File: src/rtl/stopwatch_pkg.sv
// Shared definitions for the stopwatch timebase: FSM encoding, display digit
// indices and BCD digit limits.
package stopwatch_pkg;

    typedef enum logic [1:0] {
        IDLE     = 2'd0,
        RUNNING  = 2'd1,
        PAUSED   = 2'd2,
        LAP_HOLD = 2'd3
    } sw_state_t;

    localparam logic [2:0] DIG_CS_LO  = 3'd0;
    localparam logic [2:0] DIG_CS_HI  = 3'd1;
    localparam logic [2:0] DIG_SEC_LO = 3'd2;
    localparam logic [2:0] DIG_SEC_HI = 3'd3;
    localparam logic [2:0] DIG_MIN_LO = 3'd4;
    localparam logic [2:0] DIG_MIN_HI = 3'd5;

    localparam logic [3:0] BCD_MAX_UNITS = 4'd9;
    localparam logic [3:0] BCD_MAX_TENS  = 4'd5;

endpackage

File: src/rtl/bcd_digit_counter.sv
// Single BCD digit counting 0..LIMIT; carry is asserted combinationally on the
// increment that rolls the digit back to zero.
import stopwatch_pkg::*;

module bcd_digit_counter #(
    parameter logic [3:0] LIMIT = BCD_MAX_UNITS
) (
    input  logic       clk,
    input  logic       rst,
    input  logic       clr,
    input  logic       inc_en,
    output logic [3:0] value,
    output logic       carry
);

    assign carry = inc_en && (value == LIMIT);

    always_ff @(posedge clk) begin
        if (rst || clr) begin
            value <= 4'd0;
        end else if (inc_en) begin
            value <= (value == LIMIT) ? 4'd0 : value + 4'd1;
        end
    end

endmodule

File: src/rtl/stopwatch_bcd_counter.sv
// MM:SS.cc BCD stopwatch driven by a 10 ms tick, with start/stop, clear and
// lap-freeze; presents one selected digit to the display source mux.
import stopwatch_pkg::*;

module stopwatch_bcd_counter #(
    parameter int MIN_LIMIT = 59,
    parameter int DIGITS    = 6
) (
    input  logic       CLK,
    input  logic       RST,
    input  logic       TICK_10MS,
    input  logic       START_STOP,
    input  logic       CLEAR,
    input  logic       LAP,
    input  logic [2:0] DIGIT_SEL,
    output logic [3:0] STW,
    output logic       STOPWATCH_RUN,
    output logic       OVF
);

    localparam logic [3:0] MIN_LIM_HI = 4'(MIN_LIMIT / 10);
    localparam logic [3:0] MIN_LIM_LO = 4'(MIN_LIMIT % 10);

    sw_state_t  state, next_state;
    logic       clr_live, lap_capture, count_en, wrap, min_at_limit;
    logic [3:0] live   [DIGITS];
    logic [3:0] frozen [DIGITS];
    logic       carry  [DIGITS];

    assign count_en     = TICK_10MS && (state == RUNNING || state == LAP_HOLD);
    assign min_at_limit = (live[DIG_MIN_HI] == MIN_LIM_HI) && (live[DIG_MIN_LO] == MIN_LIM_LO);
    // Wrap when the seconds roll over at the minute limit; the BCD-pair carry
    // only fires for MIN_LIMIT=99, where it coincides with the limit compare.
    assign wrap = (carry[DIG_SEC_HI] && min_at_limit) || carry[DIG_MIN_HI];

    bcd_digit_counter #(.LIMIT(BCD_MAX_UNITS)) u_cs_lo (
        .clk(CLK), .rst(RST), .clr(clr_live || wrap), .inc_en(count_en),
        .value(live[DIG_CS_LO]), .carry(carry[DIG_CS_LO]));
    bcd_digit_counter #(.LIMIT(BCD_MAX_UNITS)) u_cs_hi (
        .clk(CLK), .rst(RST), .clr(clr_live || wrap), .inc_en(carry[DIG_CS_LO]),
        .value(live[DIG_CS_HI]), .carry(carry[DIG_CS_HI]));
    bcd_digit_counter #(.LIMIT(BCD_MAX_UNITS)) u_sec_lo (
        .clk(CLK), .rst(RST), .clr(clr_live || wrap), .inc_en(carry[DIG_CS_HI]),
        .value(live[DIG_SEC_LO]), .carry(carry[DIG_SEC_LO]));
    bcd_digit_counter #(.LIMIT(BCD_MAX_TENS)) u_sec_hi (
        .clk(CLK), .rst(RST), .clr(clr_live || wrap), .inc_en(carry[DIG_SEC_LO]),
        .value(live[DIG_SEC_HI]), .carry(carry[DIG_SEC_HI]));
    bcd_digit_counter #(.LIMIT(BCD_MAX_UNITS)) u_min_lo (
        .clk(CLK), .rst(RST), .clr(clr_live || wrap), .inc_en(carry[DIG_SEC_HI]),
        .value(live[DIG_MIN_LO]), .carry(carry[DIG_MIN_LO]));
    bcd_digit_counter #(.LIMIT(BCD_MAX_UNITS)) u_min_hi (
        .clk(CLK), .rst(RST), .clr(clr_live || wrap), .inc_en(carry[DIG_MIN_LO]),
        .value(live[DIG_MIN_HI]), .carry(carry[DIG_MIN_HI]));

    always_comb begin
        next_state  = state;
        clr_live    = 1'b0;
        lap_capture = 1'b0;
        case (state)
            IDLE: begin
                if (START_STOP) next_state = RUNNING;
            end
            RUNNING: begin
                if (START_STOP) begin
                    next_state = PAUSED;
                end else if (LAP) begin
                    next_state  = LAP_HOLD;
                    lap_capture = 1'b1;
                end
            end
            LAP_HOLD: begin
                if (START_STOP)  next_state = PAUSED;
                else if (LAP)    next_state = RUNNING;
            end
            PAUSED: begin
                if (CLEAR) begin
                    next_state = IDLE;
                    clr_live   = 1'b1;
                end else if (START_STOP) begin
                    next_state = RUNNING;
                end
            end
            default: next_state = IDLE;
        endcase
    end

    always_ff @(posedge CLK) begin
        if (RST) begin
            state         <= IDLE;
            STOPWATCH_RUN <= 1'b0;
            OVF           <= 1'b0;
            for (int i = 0; i < DIGITS; i++) frozen[i] <= 4'd0;
        end else begin
            state         <= next_state;
            STOPWATCH_RUN <= (next_state != IDLE);
            OVF           <= wrap;
            if (lap_capture) begin
                for (int i = 0; i < DIGITS; i++) frozen[i] <= live[i];
            end
        end
    end

    // Lap hold shows the snapshot while the live count keeps running underneath.
    always_comb begin
        STW = 4'd0;
        case (DIGIT_SEL)
            DIG_CS_LO:  STW = (state == LAP_HOLD) ? frozen[DIG_CS_LO]  : live[DIG_CS_LO];
            DIG_CS_HI:  STW = (state == LAP_HOLD) ? frozen[DIG_CS_HI]  : live[DIG_CS_HI];
            DIG_SEC_LO: STW = (state == LAP_HOLD) ? frozen[DIG_SEC_LO] : live[DIG_SEC_LO];
            DIG_SEC_HI: STW = (state == LAP_HOLD) ? frozen[DIG_SEC_HI] : live[DIG_SEC_HI];
            DIG_MIN_LO: STW = (state == LAP_HOLD) ? frozen[DIG_MIN_LO] : live[DIG_MIN_LO];
            DIG_MIN_HI: STW = (state == LAP_HOLD) ? frozen[DIG_MIN_HI] : live[DIG_MIN_HI];
            default:    STW = 4'd0;
        endcase
    end

endmodule

File: config.mk
export PLATFORM = sky130hd
export DESIGN_NAME = stopwatch_bcd_counter
export DESIGN_NICKNAME = d
export VERILOG_FILES = /design/src/rtl/stopwatch_pkg.sv /design/src/rtl/bcd_digit_counter.sv /design/src/rtl/stopwatch_bcd_counter.sv
export SDC_FILE = /design/constraint.sdc
export NUM_CORES = 1
export LEC_CHECK = 0
export CORE_UTILIZATION = 50
export DETAILED_ROUTE_END_ITERATION = 7
export GPL_TIMING_DRIVEN = 1
export PLACE_DENSITY = 0.68
export SLEW_MARGIN = 40
export SYNTH_ARGS = -nofsm -noshare
export SYNTH_HDL_FRONTEND = slang
export SYNTH_HIERARCHICAL = 1
export SYNTH_SLANG_ARGS = --single-unit
export TNS_END_PERCENT = 1
File: constraint.sdc
create_clock -name CLK -period 9.5 [get_ports CLK]
set_clock_uncertainty 0.05 [all_clocks]
set_input_delay 2.85 -clock CLK [delete_from_list [all_inputs] [get_ports CLK]]
set_output_delay 2.85 -clock CLK [all_outputs]
set_load 0.1 [all_outputs]
==> impl_metrics.tcl, run 1 <==
set metrics [dict create \
    status "completed" \
    track_usage_pct 20.7 \
    synth-main-ff-cell "dfxtp_1" \
    critical-path-top-delay-family "buffers and inverters" \
    cp_slowest_cell "clkdlybuf4s50_1" \
    worst_slew_pin_slew_ns 0.723 \
    cp-end-kind "primary output" \
    postCtsHoldBufs 0 \
    syn_inst 254 \
    nNetsFinal 280 \
    initial_core_util_pct 52.4 \
    synthTopCellsByArea "edfxtp_1 27%, dfxtp_1 21%, and2_1 5.6%" \
    maxClockFrequency_ghz 0.126 \
    htreeDepth 2 \
    syn_to_final_growth_pct 12.4 \
    final.period_utilization_pct 83.3 \
    num_rows 26 \
    timing.critical_path.buf_inv 2 \
    dp_slack_ns 1.43 \
    synth_edf_count 24 \
    post-dp-hpwl_um 3590 \
    period_needed_ns 7.91 \
    drt_pass1_iterations 4 \
    cts_resized 0 \
    rsz0062_at_grt "no" \
    cts.reportedPaths.clkPinSlew_ns 0.10 \
    synthArstFlopShare_pct 0 \
    synthTopCellsByCount "28 x dfxtp_1, 24 x and2_1, 24 x edfxtp_1" \
    numCtsBuffers 5 \
    post_cts_buffers 0 \
    grt_pass1_vias 1816 \
    p_leak_nw 1.01 \
    ys_seq_elements 52 \
    synthMostInstantiatedCell "dfxtp_1" \
    antenna_found_initial 0 \
    clk_path_buf_depth 2 \
    drtAntennaViolNets 0 \
    drive_gt1_share_pct 18.0 \
    cp_max_fo 14 \
    gr-total-overflow 0 \
    critPathMaxStageDelay_ns 0.83 \
    grt_max_degree 31 \
    hold_viol 0 \
    crit_chain "clkdlybuf4s50_1 -> mux2_2 -> nand3_1 -> a21oi_1 -> or4_1 -> buf_4" \
    slew_violations 0 \
    ir_drop_uv 87.1 \
    cts_tree "done" \
    vias 1923 \
    gp_congestion 0.762 \
    yosysWarnings 6 \
    crit_path_start_kind "input pin" \
    place_area_um2 2900 \
    core_area_um2 5140 \
    netlist_area_um2 2700 \
    r2r_slack_ns 4.32 \
    routed_via_density 5.62 \
    drv_cap 0 \
    fillers 456 \
    yosys.area.top_type_share_pct 26.7 \
    post-route-drc-count 0 \
    worst_slack_ns 1.59 \
    p_per_area_nw_per_um2 145 \
    drt-initial-drc-count 110 \
    pin_count 15 \
    cp_data_arrival_time_ns 5.01 \
    syn_nets 263 \
    diodes 0 \
    die_area_um2 5690 \
    die_h_um 75.4 \
    yosys.area.top_type "edfxtp_1" \
    fin_tns_setup_ns 0 \
    grt_pass1_wl_um 8730 \
    root_buffer "clkbuf_8" \
    ys_types 46 \
    wl_per_cell_um 15.6 \
    clock_latency_ns 0.31 \
    avgSynthCellArea_um2 10.6 \
    portBuffers 14 \
    wl_um 5350 \
    worstPathRequired_ns 6.60 \
    slew_headroom_pct 51.6 \
    fin_area_um2 3030 \
    worstSetupPathType "input pin to primary output" \
    yosysSeqAreaShare_pct 47.5 \
    cts.sinks 52 \
    hold_class "flip-flop to flip-flop" \
    die_width_um 75.4 \
    finalSetupViolCount 0 \
]
routing by layer:
layer | GRT usage, % | wire [µm]
met2 | 32.9 | 2320
met5 | 0 | 0
met1 | 28.9 | 2780
met4 | 6.58 | 71
met3 | 3.57 | 175
worst paths after layout:
kind,start,to,cells after the start
worst max-delay path,DIGIT_SEL[0],STW[3],6
worst min-delay path,u_cs_lo/value[3],u_cs_lo/value[3],2
worst max register to register,state[0],u_sec_lo/value[2],16
worst min register to register,u_cs_lo/value[3],u_cs_lo/value[3],2
cell type report:
cell class	count	area, µm²	share of cell area [%]
flip-flops and latches	52	1280	42.3
inverters	3	11.3	0.372
multi-input cells	192	1380	45.6
well taps	70	87.6	2.89
clock buffers	7	96.3	3.18
clock inverters	1	30.0	0.991
repair buffers	17	143	4.71
sequential cells by signal, summed over array words and instances (netlist names):
name / cells
u_cs_hi/value: 4
u_min_lo/value: 4
state: 2
u_sec_hi/value: 4
u_cs_lo/value: 4
STOPWATCH_RUN: 1
u_sec_lo/value: 4
frozen: 24
OVF: 1
u_min_hi/value: 4
logic make-up (layout without fill, tap and decap cells):
family | after synthesis | after routing | synth area share, %
simple gates | 116 | 116 | 26.4
buf+inv | 10 | 28 | 1.90
compound gates | 47 | 47 | 12.5
mux | 17 | 17 | 7.75
flops | 52 | 52 | 47.5
xor+xnor | 12 | 12 | 3.90
worst reg2reg max path, stage by stage (launching register included):
cell and delay, ns:
dfxtp_1 0.58, and2_1 0.29, nand2_2 0.09, nor3b_1 0.54, nand2_2 0.13, nor3b_1 0.49
nand2_2 0.13, nor3b_1 0.50, nand2_2 0.15, nor4b_2 0.50, nand2_2 0.13, nor3b_1 0.50
nand2_2 0.14, nor3b_1 0.23, a41oi_1 0.11, o21ai_4 0.33, nor3_1 0.15
metrics by stage:
step	hold slack [ns]	cells	utilization, %	power [W]
after floorplan	0.425	254	-	0.000264
after CTS	0.490	342	58.8	0.000442
after global placement	0.482	334	56.4	0.000276
after global routing	0.538	342	58.9	0.000451
final	0.491	342	58.9	0.000438
after detailed placement	0.480	334	56.4	0.000276
power by group:
part	switching, W	total [W]	internal, W
clock	0.0000745	0.000168	0.0000931
sequential	0.00000328	0.000242	0.000239
combinational	0.0000188	0.0000279	0.00000905
layout by cell type (no fill, tap or decap), types with 2 or more instances in the layout:
master,instances
dfxtp_1,28
and2_1,24
edfxtp_1,24
o21ai_0,14
nor3_1,14
nand2_1,13
mux2i_1,13
nand3_1,10
clkdlybuf4s50_1,8
a211oi_1,7
o22ai_1,7
nor2b_1,7
clkbuf_8,7
buf_4,7
xnor2_1,7
nor2_1,6
or3_1,6
nand2_2,6
a211oi_2,6
nor2b_2,5
nor3b_1,5
xor2_1,5
and4b_2,5
a21oi_1,4
a211o_1,4
inv_1,3
mux4_2,3
nand2b_1,3
or3b_2,2
buf_2,2
(Power assumes the default switching activity.)
==> run 2, diff against run 1 <==
--- a/config.mk
+++ b/config.mk
@@ -8,7 +8,7 @@
 export CORE_UTILIZATION = 50
 export DETAILED_ROUTE_END_ITERATION = 7
 export GPL_TIMING_DRIVEN = 1
-export PLACE_DENSITY = 0.68
+export PLACE_DENSITY = 0.7
 export SLEW_MARGIN = 40
 export SYNTH_ARGS = -nofsm -noshare
 export SYNTH_HDL_FRONTEND = slang
==> constraint.sdc (replaced) <==
create_clock -name CLK -period 6.9 [get_ports CLK]
set_clock_uncertainty 0.05 [all_clocks]
set_input_delay 2.07 -clock CLK [delete_from_list [all_inputs] [get_ports CLK]]
set_output_delay 2.07 -clock CLK [all_outputs]
set_load 0.1 [all_outputs]
==> run 2 against run 1 <==
Effect of this change:
- cell count increased by 1.8%
- worst setup slack got worse by 0.75 ns
- total power increased by 32%
- clock-buffer cell count decreased by 1
- largest cell class unchanged
- highest routed layer unchanged
==> impl_metrics.tcl, run 2 (same netlist as run 1, synthesis figures left out) <==
set metrics [dict create \
    status "completed" \
    switching_share_pct 22.2 \
    min_path_cells 2 \
    final_cell_mix "28 x dfxtp_1, 24 x and2_1, 24 x edfxtp_1, 14 x o21ai_0, 14 x nor3_1" \
    hp-start "u_cs_lo/value[3]" \
    cp_max_fo 11 \
    seq_area_um2 1280 \
    hold_class "flip-flop to flip-flop" \
    maxClockFrequency_ghz 0.165 \
    initial_core_util_pct 52.4 \
    wl_per_cell_um 15.9 \
    period_needed_ns 6.06 \
    die_h_um 75.4 \
    portBuffers 14 \
    cp-end-kind "primary output" \
    track_usage_pct 21.0 \
    post-dp-hpwl_um 3770 \
    drive_gt1_share_pct 19.1 \
    cts_tree "done" \
    sequentialPowerShare_pct 57.7 \
    worst_slew_pin_slew_ns 0.738 \
    pin_count 15 \
    vias 1958 \
    routed_via_density 5.63 \
    multi_input_area_um2 1370 \
    nNetsFinal 286 \
    fin_area_um2 3060 \
    grt_max_degree 31 \
    postCtsHoldBufs 0 \
    p_int_w 0.000450 \
    slew_violations 0 \
    cts.sinks 52 \
    core_area_um2 5140 \
    slew_headroom_pct 50.6 \
    cp_data_arrival_time_ns 3.94 \
    rr_startpoint "state[0]" \
    p_per_area_nw_per_um2 189 \
    p_sw_w 0.000129 \
    finalSetupViolCount 0 \
    clock_latency_ns 0.31 \
    worst_slack_ns 0.842 \
    final.period_utilization_pct 87.8 \
    power_w 0.000579 \
    crit_path_start_kind "input pin" \
    root_buffer "clkbuf_8" \
    syn_to_final_growth_pct 13.6 \
    reg2reg_to "u_sec_hi/value[3]" \
    fin_tns_setup_ns 0 \
    cts.reportedPaths.clkPinSlew_ns 0.09 \
    p_leak_nw 1.03 \
    die_area_um2 5690 \
    clk_path_buf_depth 2 \
    post_cts_buffers 0 \
    rsz0062_at_grt "no" \
    pwr-share-clk_pct 35.4 \
    dp_slack_ns 0.743 \
    htreeDepth 2 \
    grt_pass1_vias 1834 \
    drtAntennaViolNets 0 \
    mostFrequentLayoutCell "dfxtp_1" \
    r2r_slack_ns 2.52 \
    cts_resized 0 \
    ir_drop_uv 150 \
    antenna_found_initial 0 \
    die_width_um 75.4 \
    gr-total-overflow 0 \
    worstSetupPathType "input pin to primary output" \
    num_rows 26 \
    regMostFlops "frozen" \
    pwr-share-comb_pct 6.8 \
    drv_cap 0 \
    diodes 0 \
    whs_endpoint "u_cs_lo/value[3]" \
    worstPathRequired_ns 4.78 \
    numCtsBuffers 5 \
    post-route-drc-count 0 \
    largest_reg_flops 24 \
    fillers 468 \
    wl_um 5520 \
    place_area_um2 2950 \
    drt-initial-drc-count 143 \
    gp_congestion 0.785 \
    grt_pass1_wl_um 8820 \
    reg2reg_depth 19 \
    hold_viol 0 \
    drt_pass1_iterations 5 \
]
-- run 2: worst max-delay path, cell delays in order --
cell             delay [ns]
clkdlybuf4s50_1        0.56
buf_4                  0.22
nand3_1                0.11
or3b_2                 0.49
a21oi_1                0.13
or4_1                  0.17
buf_12                 0.18
-- run 2: metrics by stage --
stage / hold slack, ns / std cells / util (%)
floorplan: 0.425 / 254 / -
global placement: 0.479 / 340 / 57.5
detailed placement: 0.479 / 340 / 57.5
CTS: 0.496 / 348 / 59.6
global route: 0.524 / 348 / 59.6
finish: 0.494 / 348 / 59.6
-- run 2: final cells by class --
type,instances,share of cell area [%]
clock buffers,6,2.37
clock inverters,2,1.14
inverters,3,0.368
multi-input cells,192,44.9
flip-flops and latches,52,41.8
well taps,70,2.86
repair buffers,23,6.54
-- run 2: worst max path at each step --
stage | startpoint | endpoint | slack (ns)
2_1_floorplan | TICK_10MS | u_cs_hi/value[0] | 0.21
3_3_place_gp | TICK_10MS | u_sec_hi/value[0] | 0.70
3_5_place_dp | TICK_10MS | u_min_hi/value[2] | 0.74
4_1_cts | DIGIT_SEL[0] | STW[3] | 0.84
5_1_grt | TICK_10MS | u_sec_lo/value[2] | 0.45
6_report | DIGIT_SEL[0] | STW[3] | 0.84
-- run 2: routing by layer --
layer	part of all wire [%]	global-route usage (%)	up-vias	routed length, µm
met3	3.5	3.31	6	195
met1	49	28.9	923	2690
met2	46	33.8	39	2550
met4	1.4	7.41	0	78
met5	0	0	-	0
li1	-	-	990	-
-- run 2: power groups by stage --
stage | registers (W) | clock network [W] | logic, W
after global routing | 0.000335 | 0.000219 | 0.0000424
after CTS | 0.000334 | 0.000210 | 0.0000396
final | 0.000334 | 0.000205 | 0.0000395
after global placement | 0.000341 | 0 | 0.0000398
after detailed placement | 0.000341 | 0 | 0.0000395
after floorplan | 0.000344 | 0 | 0.0000199
